File: config.mk
export PLATFORM = sky130hd
export DESIGN_NAME = data_mem_ctrl
export DESIGN_NICKNAME = d
export VERILOG_FILES = /design/src/rtl/data_mem_ctrl_pkg.sv /design/src/rtl/data_mem_ctrl_load_align_ext.sv /design/src/rtl/data_mem_ctrl.sv
export SDC_FILE = /design/constraint.sdc
export NUM_CORES = 1
export LEC_CHECK = 0
export ABC_AREA = 1
export BUFFER_PORTS_ARGS = -buffer_cell sky130_fd_sc_hd__buf_2
export CORE_AREA = 2 2 105 117
export CTS_BUF_LIST = sky130_fd_sc_hd__clkbuf_8
export DETAILED_ROUTE_END_ITERATION = 10
export DIE_AREA = 0 0 107 119
export GPL_ROUTABILITY_DRIVEN = 0
export GPL_TIMING_DRIVEN = 0
export HOLD_SLACK_MARGIN = 0.03
export PLACE_DENSITY_LB_ADDON = 0.15
export SLEW_MARGIN = 20
export SYNTH_ARGS = -nofsm -noshare
export SYNTH_HDL_FRONTEND = slang
export SYNTH_HIERARCHICAL = 1
export SYNTH_SLANG_ARGS = --single-unit
File: constraint.sdc
create_clock -name clk -period 5.9 [get_ports clk]
set_input_delay 0.59 -clock clk [delete_from_list [all_inputs] [get_ports clk]]
set_output_delay 0.59 -clock clk [all_outputs]
set_load 0.1 [all_outputs]
File: src/rtl/data_mem_ctrl_pkg.sv
// Shared constants, state encoding and decode helpers for the load/store sequencer.
package data_mem_ctrl_pkg;

  localparam int OPCODE_WIDTH = 7;
  localparam int FUNCT3_WIDTH = 3;

  localparam logic [OPCODE_WIDTH-1:0] OPCODE_LOAD  = 7'b0000011;
  localparam logic [OPCODE_WIDTH-1:0] OPCODE_STORE = 7'b0100011;

  localparam logic [FUNCT3_WIDTH-1:0] F3_LB  = 3'b000;
  localparam logic [FUNCT3_WIDTH-1:0] F3_LH  = 3'b001;
  localparam logic [FUNCT3_WIDTH-1:0] F3_LW  = 3'b010;
  localparam logic [FUNCT3_WIDTH-1:0] F3_LBU = 3'b100;
  localparam logic [FUNCT3_WIDTH-1:0] F3_LHU = 3'b101;
  localparam logic [FUNCT3_WIDTH-1:0] F3_SB  = 3'b000;
  localparam logic [FUNCT3_WIDTH-1:0] F3_SH  = 3'b001;
  localparam logic [FUNCT3_WIDTH-1:0] F3_SW  = 3'b010;

  localparam logic [3:0] BE_BYTE = 4'b0001;
  localparam logic [3:0] BE_HALF = 4'b0011;
  localparam logic [3:0] BE_WORD = 4'b1111;

  typedef enum logic [1:0] {
    IDLE   = 2'd0,
    ACCESS = 2'd1,
    RESP   = 2'd2
  } state_e;

  function automatic logic is_legal(input logic [OPCODE_WIDTH-1:0] op,
                                    input logic [FUNCT3_WIDTH-1:0] f3);
    logic ok;
    ok = 1'b0;
    if (op == OPCODE_LOAD) begin
      ok = (f3 == F3_LB) || (f3 == F3_LH) || (f3 == F3_LW) ||
           (f3 == F3_LBU) || (f3 == F3_LHU);
    end else if (op == OPCODE_STORE) begin
      ok = (f3 == F3_SB) || (f3 == F3_SH) || (f3 == F3_SW);
    end
    return ok;
  endfunction

  // funct3[1:0] carries the access size for every legal load/store encoding.
  function automatic logic is_aligned(input logic [FUNCT3_WIDTH-1:0] f3,
                                      input logic [1:0] off);
    logic ok;
    case (f3[1:0])
      2'b00:   ok = 1'b1;
      2'b01:   ok = ~off[0];
      2'b10:   ok = (off == 2'b00);
      default: ok = 1'b0;
    endcase
    return ok;
  endfunction

  function automatic logic [3:0] size_be(input logic [FUNCT3_WIDTH-1:0] f3);
    logic [3:0] be;
    case (f3[1:0])
      2'b00:   be = BE_BYTE;
      2'b01:   be = BE_HALF;
      default: be = BE_WORD;
    endcase
    return be;
  endfunction

endpackage

File: src/rtl/data_mem_ctrl_load_align_ext.sv
// Combinational load lane extraction with sign/zero extension selected by funct3.
module load_align_ext
  import data_mem_ctrl_pkg::*;
#(
  parameter int N = 32
) (
  input  logic [N-1:0]            rdata,
  input  logic [1:0]              off,
  input  logic [FUNCT3_WIDTH-1:0] funct3,
  output logic [N-1:0]            data
);

  logic [7:0]  byte_sel;
  logic [15:0] half_sel;

  assign byte_sel = rdata[8*off +: 8];
  assign half_sel = rdata[16*off[1] +: 16];

  always_comb begin
    data = rdata;
    case (funct3)
      F3_LB:   data = {{(N-8){byte_sel[7]}}, byte_sel};
      F3_LH:   data = {{(N-16){half_sel[15]}}, half_sel};
      F3_LBU:  data = {{(N-8){1'b0}}, byte_sel};
      F3_LHU:  data = {{(N-16){1'b0}}, half_sel};
      default: data = rdata;
    endcase
  end

endmodule

File: src/rtl/data_mem_ctrl.sv
// Single-outstanding load/store sequencer to a variable-latency data memory,
// with alignment checks, lane steering and a watchdog that converts a hung memory into an error.
module data_mem_ctrl
  import data_mem_ctrl_pkg::*;
#(
  parameter int N       = 32,
  parameter int TIMEOUT = 64,
  parameter int CW      = 7
) (
  input  logic                    clk,
  input  logic                    rst,
  input  logic                    req_valid,
  output logic                    req_ready,
  input  logic [OPCODE_WIDTH-1:0] opcode,
  input  logic [FUNCT3_WIDTH-1:0] funct3,
  input  logic [N-1:0]            addr,
  input  logic [N-1:0]            wdata,
  output logic                    resp_valid,
  output logic [N-1:0]            resp_rdata,
  output logic                    resp_err,
  output logic                    mem_req,
  output logic                    mem_we,
  output logic [3:0]              mem_be,
  output logic [N-1:0]            mem_addr,
  output logic [N-1:0]            mem_wdata,
  input  logic                    mem_ack,
  input  logic [N-1:0]            mem_rdata
);

  state_e                  state_q, state_d;
  logic [CW-1:0]           cnt_q, cnt_d;
  logic [FUNCT3_WIDTH-1:0] f3_q, f3_d;
  logic [1:0]              off_q, off_d;
  logic                    load_q, load_d;
  logic                    mem_req_q, mem_req_d;
  logic                    mem_we_q, mem_we_d;
  logic [3:0]              mem_be_q, mem_be_d;
  logic [N-1:0]            mem_addr_q, mem_addr_d;
  logic [N-1:0]            mem_wdata_q, mem_wdata_d;
  logic                    resp_err_q, resp_err_d;
  logic [N-1:0]            resp_rdata_q, resp_rdata_d;

  logic [N-1:0]            ld_data;
  logic                    is_store;
  logic [N-1:0]            st_lanes;

  load_align_ext #(.N(N)) u_load_align_ext (
    .rdata  (mem_rdata),
    .off    (off_q),
    .funct3 (f3_q),
    .data   (ld_data)
  );

  assign is_store = (opcode == OPCODE_STORE);

  always_comb begin
    case (funct3[1:0])
      2'b00:   st_lanes = {4{wdata[7:0]}};
      2'b01:   st_lanes = {2{wdata[15:0]}};
      default: st_lanes = wdata;
    endcase
  end

  always_comb begin
    state_d      = state_q;
    cnt_d        = cnt_q;
    f3_d         = f3_q;
    off_d        = off_q;
    load_d       = load_q;
    mem_req_d    = mem_req_q;
    mem_we_d     = mem_we_q;
    mem_be_d     = mem_be_q;
    mem_addr_d   = mem_addr_q;
    mem_wdata_d  = mem_wdata_q;
    resp_err_d   = resp_err_q;
    resp_rdata_d = resp_rdata_q;

    case (state_q)
      IDLE: begin
        if (req_valid) begin
          f3_d   = funct3;
          off_d  = addr[1:0];
          load_d = ~is_store;
          if (is_legal(opcode, funct3) && is_aligned(funct3, addr[1:0])) begin
            state_d     = ACCESS;
            mem_req_d   = 1'b1;
            mem_we_d    = is_store;
            mem_be_d    = is_store ? (size_be(funct3) << addr[1:0]) : BE_WORD;
            mem_addr_d  = {addr[N-1:2], 2'b00};
            mem_wdata_d = is_store ? st_lanes : '0;
          end else begin
            state_d      = RESP;
            resp_err_d   = 1'b1;
            resp_rdata_d = '0;
          end
        end
      end

      ACCESS: begin
        // An ack arriving in the final watchdog cycle still completes normally.
        if (mem_ack || (cnt_q == CW'(TIMEOUT - 1))) begin
          state_d      = RESP;
          cnt_d        = '0;
          mem_req_d    = 1'b0;
          mem_we_d     = 1'b0;
          mem_be_d     = '0;
          mem_addr_d   = '0;
          mem_wdata_d  = '0;
          resp_err_d   = ~mem_ack;
          resp_rdata_d = (mem_ack && load_q) ? ld_data : '0;
        end else begin
          cnt_d = cnt_q + CW'(1);
        end
      end

      RESP: begin
        state_d = IDLE;
      end

      default: begin
        state_d = IDLE;
      end
    endcase
  end

  always_ff @(posedge clk or posedge rst) begin
    if (rst) begin
      state_q      <= IDLE;
      cnt_q        <= '0;
      f3_q         <= '0;
      off_q        <= '0;
      load_q       <= 1'b0;
      mem_req_q    <= 1'b0;
      mem_we_q     <= 1'b0;
      mem_be_q     <= '0;
      mem_addr_q   <= '0;
      mem_wdata_q  <= '0;
      resp_err_q   <= 1'b0;
      resp_rdata_q <= '0;
    end else begin
      state_q      <= state_d;
      cnt_q        <= cnt_d;
      f3_q         <= f3_d;
      off_q        <= off_d;
      load_q       <= load_d;
      mem_req_q    <= mem_req_d;
      mem_we_q     <= mem_we_d;
      mem_be_q     <= mem_be_d;
      mem_addr_q   <= mem_addr_d;
      mem_wdata_q  <= mem_wdata_d;
      resp_err_q   <= resp_err_d;
      resp_rdata_q <= resp_rdata_d;
    end
  end

  assign req_ready  = (state_q == IDLE) && !rst;
  assign resp_valid = (state_q == RESP);
  assign resp_err   = resp_err_q;
  assign resp_rdata = resp_rdata_q;
  assign mem_req    = mem_req_q;
  assign mem_we     = mem_we_q;
  assign mem_be     = mem_be_q;
  assign mem_addr   = mem_addr_q;
  assign mem_wdata  = mem_wdata_q;

endmodule

# Yosys cells after proc, flatten, opt, wreduce, memory -nomap -nowiden
# Cells that the tools add are included.
[totals]
reg_bits = 118
output_inout_bits = 105
wordCells = 103
[op_classes]
n_addsub = 1
eq_ne = 18
shifts = 3
n_mux = 47
n_bitwise = 3
reduce_logical = 19
[ops]
columns = ["operator", "n"]
rows = [
  ["32-bit 2-to-1 mux", 10],
  ["32-bit case mux with 2 select lines", 4],
  ["32-bit case mux with 4 select lines", 1],
  ["32-bit by 6-bit indexed part select with 16-bit output", 1],
  ["32-bit by 6-bit indexed part select with 8-bit output", 1],
  ["4-bit 2-to-1 mux", 7],
  ["4-bit case mux with 2 select lines", 2],
  ["7-bit by 6-bit == test with 1-bit output, second input constant", 2],
  ["1-bit 2-to-1 mux", 14],
  ["3-bit == test, second input constant", 4],
  ["2-bit != test, second input constant", 4],
  ["4-bit AND reduction", 2],
  ["7-bit by 1-bit adder with 7-bit output, second input constant", 1],
  ["7-bit by 2-bit == test with 1-bit output, second input constant", 1],
  ["7-bit 2-to-1 mux", 1],
  ["3-bit by 1-bit == test with 1-bit output, second input constant", 2],
  ["2-bit zero test", 3],
  ["3-bit zero test", 2],
  ["2-bit 2-to-1 mux", 3],
  ["1-bit case mux with 2 select lines", 3],
  ["1-bit logical OR", 5],
  ["2-bit by 1-bit == test with 1-bit output, second input constant", 2],
  ["2-bit == test, second input constant", 2],
  ["2-bit case mux with 2 select lines", 1],
  ["other kinds (8)", 13],
]

# Logic depth before layout (Yosys ltp)
# Gate-level depths: netlist of run 1.
[depth]
word_depth = 17
mapped_depth = 12
mapped_depth_nobuf = 11

# By module
# The synthesis of run 1 kept the hierarchy.
[modules_own_cells]
columns = ["mod", "n_inst", "cells_each", "area_each_um2", "seq_area_each_um2"]
rows = [
  ["data_mem_ctrl", 1, 703, 5382.7, 2902.8],
  ["load_align_ext", 1, 202, 929.6, 0.0],
]

# Least setup slack after synthesis of run 1
# No wires, ideal clock.
[synth_timing]
path_type = "input to output"
startpoint = "input port rst"
endpoint = "output port req_ready"
arrival_ps = 1843
setup_slack_ps = 3467
cell_stages = 1
path_buffers = 0
cell_sequence = "nor2_1"
[synth_via]
elab_chain_cells = 2
[synth_rtl]
columns = ["element", "line", "text"]
rows = [
  ["start: declaration", "data_mem_ctrl.sv:11", "input logic rst,"],
  ["1-bit zero test", "data_mem_ctrl.sv:156", "assign req_ready = (state_q == IDLE) && !rst;"],
  ["1-bit logical AND", "data_mem_ctrl.sv:156", ""],
  ["end: declaration", "data_mem_ctrl.sv:13", "output logic req_ready,"],
]
# Every way passes these cells.

# Worst setup path after layout of run 1
[layout_timing]
startpoint = "register state_q[0]"
endpoint = "output port req_ready"
[layout_via]
elab_chain_cells = 2
[layout_rtl]
columns = ["element", "line", "text"]
rows = [
  ["start: declaration", "data_mem_ctrl.sv:30", "state_e state_q, state_d;"],
  ["start signal: assignment", "data_mem_ctrl.sv:141", "state_q <= state_d;"],
  ["2-bit zero test", "data_mem_ctrl.sv:156", ""],
  ["1-bit logical AND", "data_mem_ctrl.sv:156", ""],
]
# Every way passes these cells.

==> metrics, run 1 <==
Final Critical Period=2.171 ns; Cell Pwr Density=approximately 240 mW/mm²; VDD IR-drop max=119.6 µV; CTS tree=done; Crit Path Category=reg2out; antenna violations before repair=0; cell leakage power=0.005038 µW; Critical Path Source Type=register; io pins=215; clk_lat worst skew=0.44 ns; WL final=17.82 mm; global route total overflow=0; clk buf depth=2; Max FO, Critical Path=5; DP Wirelength=13.42 mm; setup TNS=0 ns; Critical Path AT=around 1.6 ns; Worst Setup End Kind=primary output; setup ws final=3.729 ns; CTS hold repair buffers=0; M2 GR Usage=46.14%; Post-CTS Setup Repair Bufs=0; Final period util=36.80%; number of DRC markers in iteration 0=around 500; Reg clk slew, reported paths=0.08 ns; largest net degree at the start of global routing=76; Worst path max stage delay=between 0.4 and 0.5 ns; die width=between 100 and 150 µm; ys async rst share=100.0%; DRT Pass-1 Iters=6; port buffer count=211; area delta synth->final=25.91%; Core Rows=42; reg-to-reg slack, setup=3.98 ns; All-Layer GR Usage=28.71%; root buf cell=clkbuf_8; Post-Syn Instances=about 910; HP Class=in2async; number of H-tree levels=4; Vias/cell=5.091; RSZ-0062 raised after global routing=false; number of global-route vias before repair=6106; CP endpoint=req_ready; Residual DRC=0; final clock skew=0.008503 ns; maximum achievable frequency=0.4606 GHz; CP most frequent cell=nor2_1; Yosys reg bits=116; synth top area cells=dfrtp_1 (46%), nand2_1 (24%), nand3_1 (9.0%); Slew Viols, Final=0; M1 GR Usage=38.22%; Synth area leader=dfrtp_1; number of synthesized flops with an enable pin=0; final hold vios=0; CTS Buf Count=17; die area=0.01273 mm²; most frequent cell after synthesis=nand2_1; Seq/Total Area, Yosys=45.99%; status=complete, no violations; wire per inst=13.69 µm; top cell type's share of synthesized area=between 40% and 50%; Routed Antenna Nets=0; CP required=around 5.3 ns; total of max-cap violations=0; Starting Density=53.87%; setup violation total in the final timing report=0; mapped cell area=0.006312 mm²; nets=1248; global-route wire length before repair=28.93 mm; total power=between 1500 and 2000 µW; CP delay by family, top=buffers and inverters; Buf/Inv on CP=2; clock sinks=116; vias post-DR=6629; library cells used by synthesis=32; layout cell share with drive strength beyond 1=27.09%; met3 usage=under 10%; Placeable Area=0.01172 mm²; diode count=0; worst r2r dst=resp_rdata[14]; Most Crowded Layer GR=met2; Most used DFF post-synth=dfrtp_1; die height=119 µm; Mean Syn Cell Area=roughly 7.0 µm²; Slowest-stage cell, CP=dfrtp_1; critical path cell sequence=nor2_1, inv_1, nor2_1, buf_2; Place WS=3.672 ns; Rel. slew slack=66.01%; Crit path depth=4; Critical path origin=state_q[0]; warnings from Yosys=6; Worst Tran Pin Value=a little over 0.5 ns; Resized Gates After CTS=0; reg2reg path depth=8; Commonest cells post-synth=nand2_1 (399), dfrtp_1 (116), nand3_1 (113); reg2reg start=cnt_q[2]
[where the power goes]
group	total [µW]	internal [µW]	switching (µW)	leakage (µW)
clock network	672	344	329	0.000176
logic	440	124	317	0.00329
registers	831	817	14.3	0.00157
total	1940	1280	659	0.00504
[sequential cells by signal, summed over array words and instances, names as in the netlist]
register	count
mem_we	1
resp_rdata	32
cnt_q	7
state_q	2
resp_err	1
mem_wdata	32
f3_q	3
mem_req	1
mem_be	4
off_q	2
load_q	1
mem_addr	30
[through the flow]
step                      cells  cell area (µm²)  utilization, %  hold WS, ns
after floorplan             906             6316               -       0.4625
after global placement     1271             7565           64.55       0.4490
after detailed placement   1272             7597           64.83       0.4530
after CTS                  1302             7948           67.82       0.1641
after global routing       1302             7948           67.82       0.1899
final                      1302             7948           67.82       0.1726
[kinds of logic (layout without fill, tap and decap cells)]
kind of cell,count (synthesis),in the layout,synth area share (%)
and+or+nand+nor,619,619,40.73
buffers and inverters,125,367,8.860
DFF,116,116,45.99
AOI/OAI and AO/OA,41,41,3.885
xor gates and xnor gates,2,2,0.2776
adders and majority gates,1,1,0.1982
other,1,2,0.05941
[layout make-up]
| class | instances | area, µm² |
|---|---|---|
| Buffer | 51 | 279.0 |
| Clock buffer | 19 | 261.5 |
| Clock inverter | 11 | 88.84 |
| Fill cell | 1107 | 3771 |
| Inverter | 74 | 285.3 |
| Multi-Input combinational cell | 665 | 2854 |
| Sequential cell | 116 | 2903 |
| Tap cell | 154 | 192.7 |
| Timing Repair Buffer | 212 | 1084 |
[how the worst min path moves through the flow]
stage                       startpoint              to  slack, ns  cells past startpoint
final                              rst  resp_rdata[11]       0.17                      2
after global routing               rst  resp_rdata[11]       0.19                      2
after CTS                          rst  resp_rdata[11]       0.16                      2
after detailed placement  mem_addr[11]    mem_addr[11]       0.45                      2
after global placement    mem_addr[21]    mem_addr[21]       0.45                      2
after floorplan               cnt_q[6]        cnt_q[6]       0.46                      2
[routing by layer]
layer | wire length [µm] | up-vias
li1 | - | 3282
met2 | 8459 | 303
met1 | 7594 | 3009
met4 | 397 | 0
met5 | 0 | -
met3 | 1366 | 35
[cells in the final DEF (no fill, tap or decap), types with 2 or more instances in the layout]
cell,instances
clkbuf_8,19
inv_1,67
nand2_1,399
or2_2,6
clkinv_2,5
nand3_1,113
nor3_2,2
o22ai_1,2
inv_2,6
a21oi_2,5
nand3_2,2
nor3_1,23
clkbuf_1,9
o21ai_0,11
nor2_2,2
nor2_1,61
xor2_1,2
nand2_2,5
or2_0,3
buf_4,11
a21oi_1,19
buf_2,236
dfrtp_1,116
nand4_1,2
buf_6,2
conb_1,2
clkinvlp_4,4
buf_1,4
No activity file was read; power rests on OpenSTA's default activity.
==> inputs of run 2 (changes only) <==
--- a/config.mk
+++ b/config.mk
@@ -5,12 +5,12 @@
 export SDC_FILE = /design/constraint.sdc
 export NUM_CORES = 1
 export LEC_CHECK = 0
-export ABC_AREA = 1
+export ABC_AREA = 0
 export BUFFER_PORTS_ARGS = -buffer_cell sky130_fd_sc_hd__buf_2
-export CORE_AREA = 2 2 105 117
+export CORE_AREA = 2 2 112 125
 export CTS_BUF_LIST = sky130_fd_sc_hd__clkbuf_8
 export DETAILED_ROUTE_END_ITERATION = 10
-export DIE_AREA = 0 0 107 119
+export DIE_AREA = 0 0 114 127
 export GPL_ROUTABILITY_DRIVEN = 0
 export GPL_TIMING_DRIVEN = 0
 export HOLD_SLACK_MARGIN = 0.03
==> constraint.sdc (replaced) <==
create_clock -name clk -period 1.99 [get_ports clk]
set_input_delay 0.199 -clock clk [delete_from_list [all_inputs] [get_ports clk]]
set_output_delay 0.199 -clock clk [all_outputs]
set_load 0.1 [all_outputs]
==> run 2 against run 1 <==
  * Critical endpoint is now resp_rdata[31]
  * Largest power group is now clock
  * Via count down 10%
  * Synthesized area down 4.1%
  * Clock skew up 0.0025 ns
  * Die area up 14%
  * Worst setup slack worse by 3.6 ns
  * Register-to-register slack worse by 3.9 ns
  * Sequential cell count unchanged
  * Critical path type is now reg2reg
  * Sequential power rose to 3.0 times the previous value
  * Highest routed layer unchanged
==> metrics, run 2 <==
setup TNS=0 ns; port buffer count=212; Synth area leader=dfrtp_1; final hold vios=0; Buf/Inv on CP=2; Adder-Cell Fraction of Synth Area=less than 1%; die width=around 110 µm; die height=127 µm; synth top area cells=dfrtp_1 (48%), mux2i_1 (8.6%), a22o_1 (5.9%); global-route wire length before repair=30.64 mm; HP Class=in2reg; largest family of logic cells by synthesized area=compound AO/OA/AOI/OAI gates; Seq/Total Area, Yosys=47.93%; top cell type's share of synthesized area=47.93%; io pins=215; most frequent cell after synthesis=dfrtp_1; maximum achievable frequency=0.5238 GHz; Max FO, Critical Path=10; Core Rows=44; most common cell after layout, fill and taps aside=buf_2; critical path cell sequence=clkbuf_4, mux2_2, a32oi_4, buf_6, a21oi_2, a22o_1; library cells used by synthesis=51; global route total overflow=0; clk buf depth=2; CTS tree=done; placed insts=960; DP Wirelength=13.54 mm; Placeable Area=0.01310 mm²; total of max-cap violations=0; Post-Syn Instances=583; layout cell share with drive strength beyond 1=roughly 37%; Switch Pwr=roughly 2200 µW; Final Critical Period=1.909 ns; Reg clk slew, reported paths=0.07 ns; mapped cell area=a little over 0.006 mm²; vias post-DR=5961; CTS Buf Count=17; CP required=2.32 ns; number of synthesized flops with an enable pin=0; Rel. slew slack=between 40% and 50%; warnings from Yosys=6; largest net degree at the start of global routing=35; DRT Pass-1 Iters=5; Pint=4778 µW; die area=~0.014 mm²; WL final=19.54 mm; Critical Path Source Type=register; Slowest-stage cell, CP=dfrtp_1; Final period util=a little over nine tenths; multiplexer share of the synthesized area=approximately a tenth; Worst Tran Pin Value=0.8873 ns; Post-Layout Cell Count=around 1000; clk_lat worst skew=0.44 ns; number of global-route vias before repair=6075; Yosys reg bits=around 120; final clock skew=around 0.011 ns; root buf cell=clkbuf_8; number of H-tree levels=4; status=complete, no violations; Mean Syn Cell Area=10.39 µm²; Critical Path AT=2.24 ns; commonest cells after routing, fill and taps aside=buf_2 (222), dfrtp_1 (116), nand2_1 (61); clock sinks=116; final core occ=65.08%; net switching fraction of the power=31.43%; area share of xor/xnor cells in the synthesized design=0%; Vias/cell=approximately 5.7; cell leakage power=0.004287 µW; Starting Density=46.22%; ys async rst share=100.0%; antenna violations before repair=0; area delta synth->final=40.81%; Routed Antenna Nets=0; post-synthesis compound-gate area fraction=21.20%; Worst Setup End Kind=register; RSZ-0062 raised after global routing=true; VDD IR-drop max=546.1 µV; All-Layer GR Usage=a little over a quarter; Commonest cells post-synth=dfrtp_1 (116), nand2_1 (61), mux2i_1 (52); Clock Power Share=between 30% and 40%; simple-gate share of the synthesized area=15.52%; Crit Path Category=reg2reg; combinational share of power=25.0%; Slew Viols, Final=0; wire per inst=18.65 µm; Residual DRC=0; sequential power share=36.2%; CP delay by family, top=compound AO/OA/AOI/OAI gates; Worst path max stage delay=0.38 ns; nets=985; Cell Pwr Density=817.2 mW/mm²; setup violation total in the final timing report=0; number of DRC markers in iteration 0=422; Most used DFF post-synth=dfrtp_1
-- run 2: cell count changes after synthesis, moves of 22 or more --
| cell | change |
|---|---|
| nor2_1 | -38 |
| inv_1 | -63 |
| nand3_1 | -110 |
| a22o_1 | +41 |
| nand2_1 | -338 |
| o2bb2ai_1 | +24 |
| nor2b_1 | +29 |
| mux2i_1 | +52 |
| o21ai_0 | +22 |
| nand4_1 | +30 |
-- run 2: path summary, 6_finish.rpt --
path	startpoint	endpoint	slack, ns	cells past startpoint
min reg2reg	mem_req	mem_req	0.49	1
max	off_q[1]	resp_rdata[31]	0.08	6
max in group asynchronous	rst	resp_rdata[16]	0.84	5
min in group asynchronous	rst	mem_wdata[17]	0.37	3
min	wdata[19]	mem_wdata[19]	0.05	3
max reg2reg	off_q[1]	resp_rdata[31]	0.08	6
-- run 2: per-layer routing --
metal  vias to the layer above  global-route usage, %  wire, µm
li1                       2738                      -         -
met1                      2908                  31.37      7621
met2                       267                  46.81      9931
met3                        48                  7.543      1391
met4                         0                  12.41       599
met5                         -                      0         0
-- run 2: tightest hold or removal path, stage by stage --
cell       delay, ns
buf_2           0.07
mux2i_1         0.06
o2bb2ai_1       0.13
-- run 2: cell type report --
type                       instances  area [µm²]
antenna                            1       2.502
buffer                            52       279.0
clock buffer                      21       289.0
clock inverter                    10       201.4
fill                            1053        4576
inverter                           5       22.52
multi-input combinational        411        2932
sequential                       116        2903
tap                              161       201.4
timing repair buffer             271        1697
-- run 2: stage by stage --
| step | hold slack [ns] | area, µm² | total power, µW | setup WS (ns) |
|---|---|---|---|---|
| floorplan | 0.3062 | 6071 | 3766 | 0.04125 |
| global placement | 0.4400 | 7333 | 4152 | -0.4271 |
| detailed placement | 0.2807 | 7393 | 4194 | -0.2257 |
| CTS | 0.03157 | 8434 | 6976 | 0.003863 |
| global route | 0.05679 | 8524 | 7225 | -0.03805 |
| finish | 0.05350 | 8527 | 6969 | 0.08087 |
-- run 2: logic make-up (layout without fill, tap and decap cells) --
logic type	Yosys count	in the layout
AND/OR/NAND/NOR	178	178
AO/OA/AOI/OAI	168	168
flip-flops	116	116
multiplexers	62	62
buffers and inverters	57	359
adder cells (fa/ha/maj)	1	1
other	1	3
-- run 2: what timing repair did --
item | 4_1_cts | 5_1_grt
hold buffers | 49 | 0
setup endpoints to repair | 98 | 93
resized for setup | 8 | 24
buffers inserted | 4 | 1
pin swaps | 2 | 2
endpoints found under the hold margin | 70 | 0
cloned | 0 | 2
-- run 2: power groups by stage --
stage | Sequential (µW) | Combinational, µW | Clock, µW
2_1_floorplan | 2980 | 786 | 0
3_3_place_gp | 2560 | 1590 | 0
4_1_cts | 2520 | 1710 | 2740
5_1_grt | 2530 | 1850 | 2840
6_report | 2520 | 1740 | 2710
3_5_place_dp | 2560 | 1630 | 0
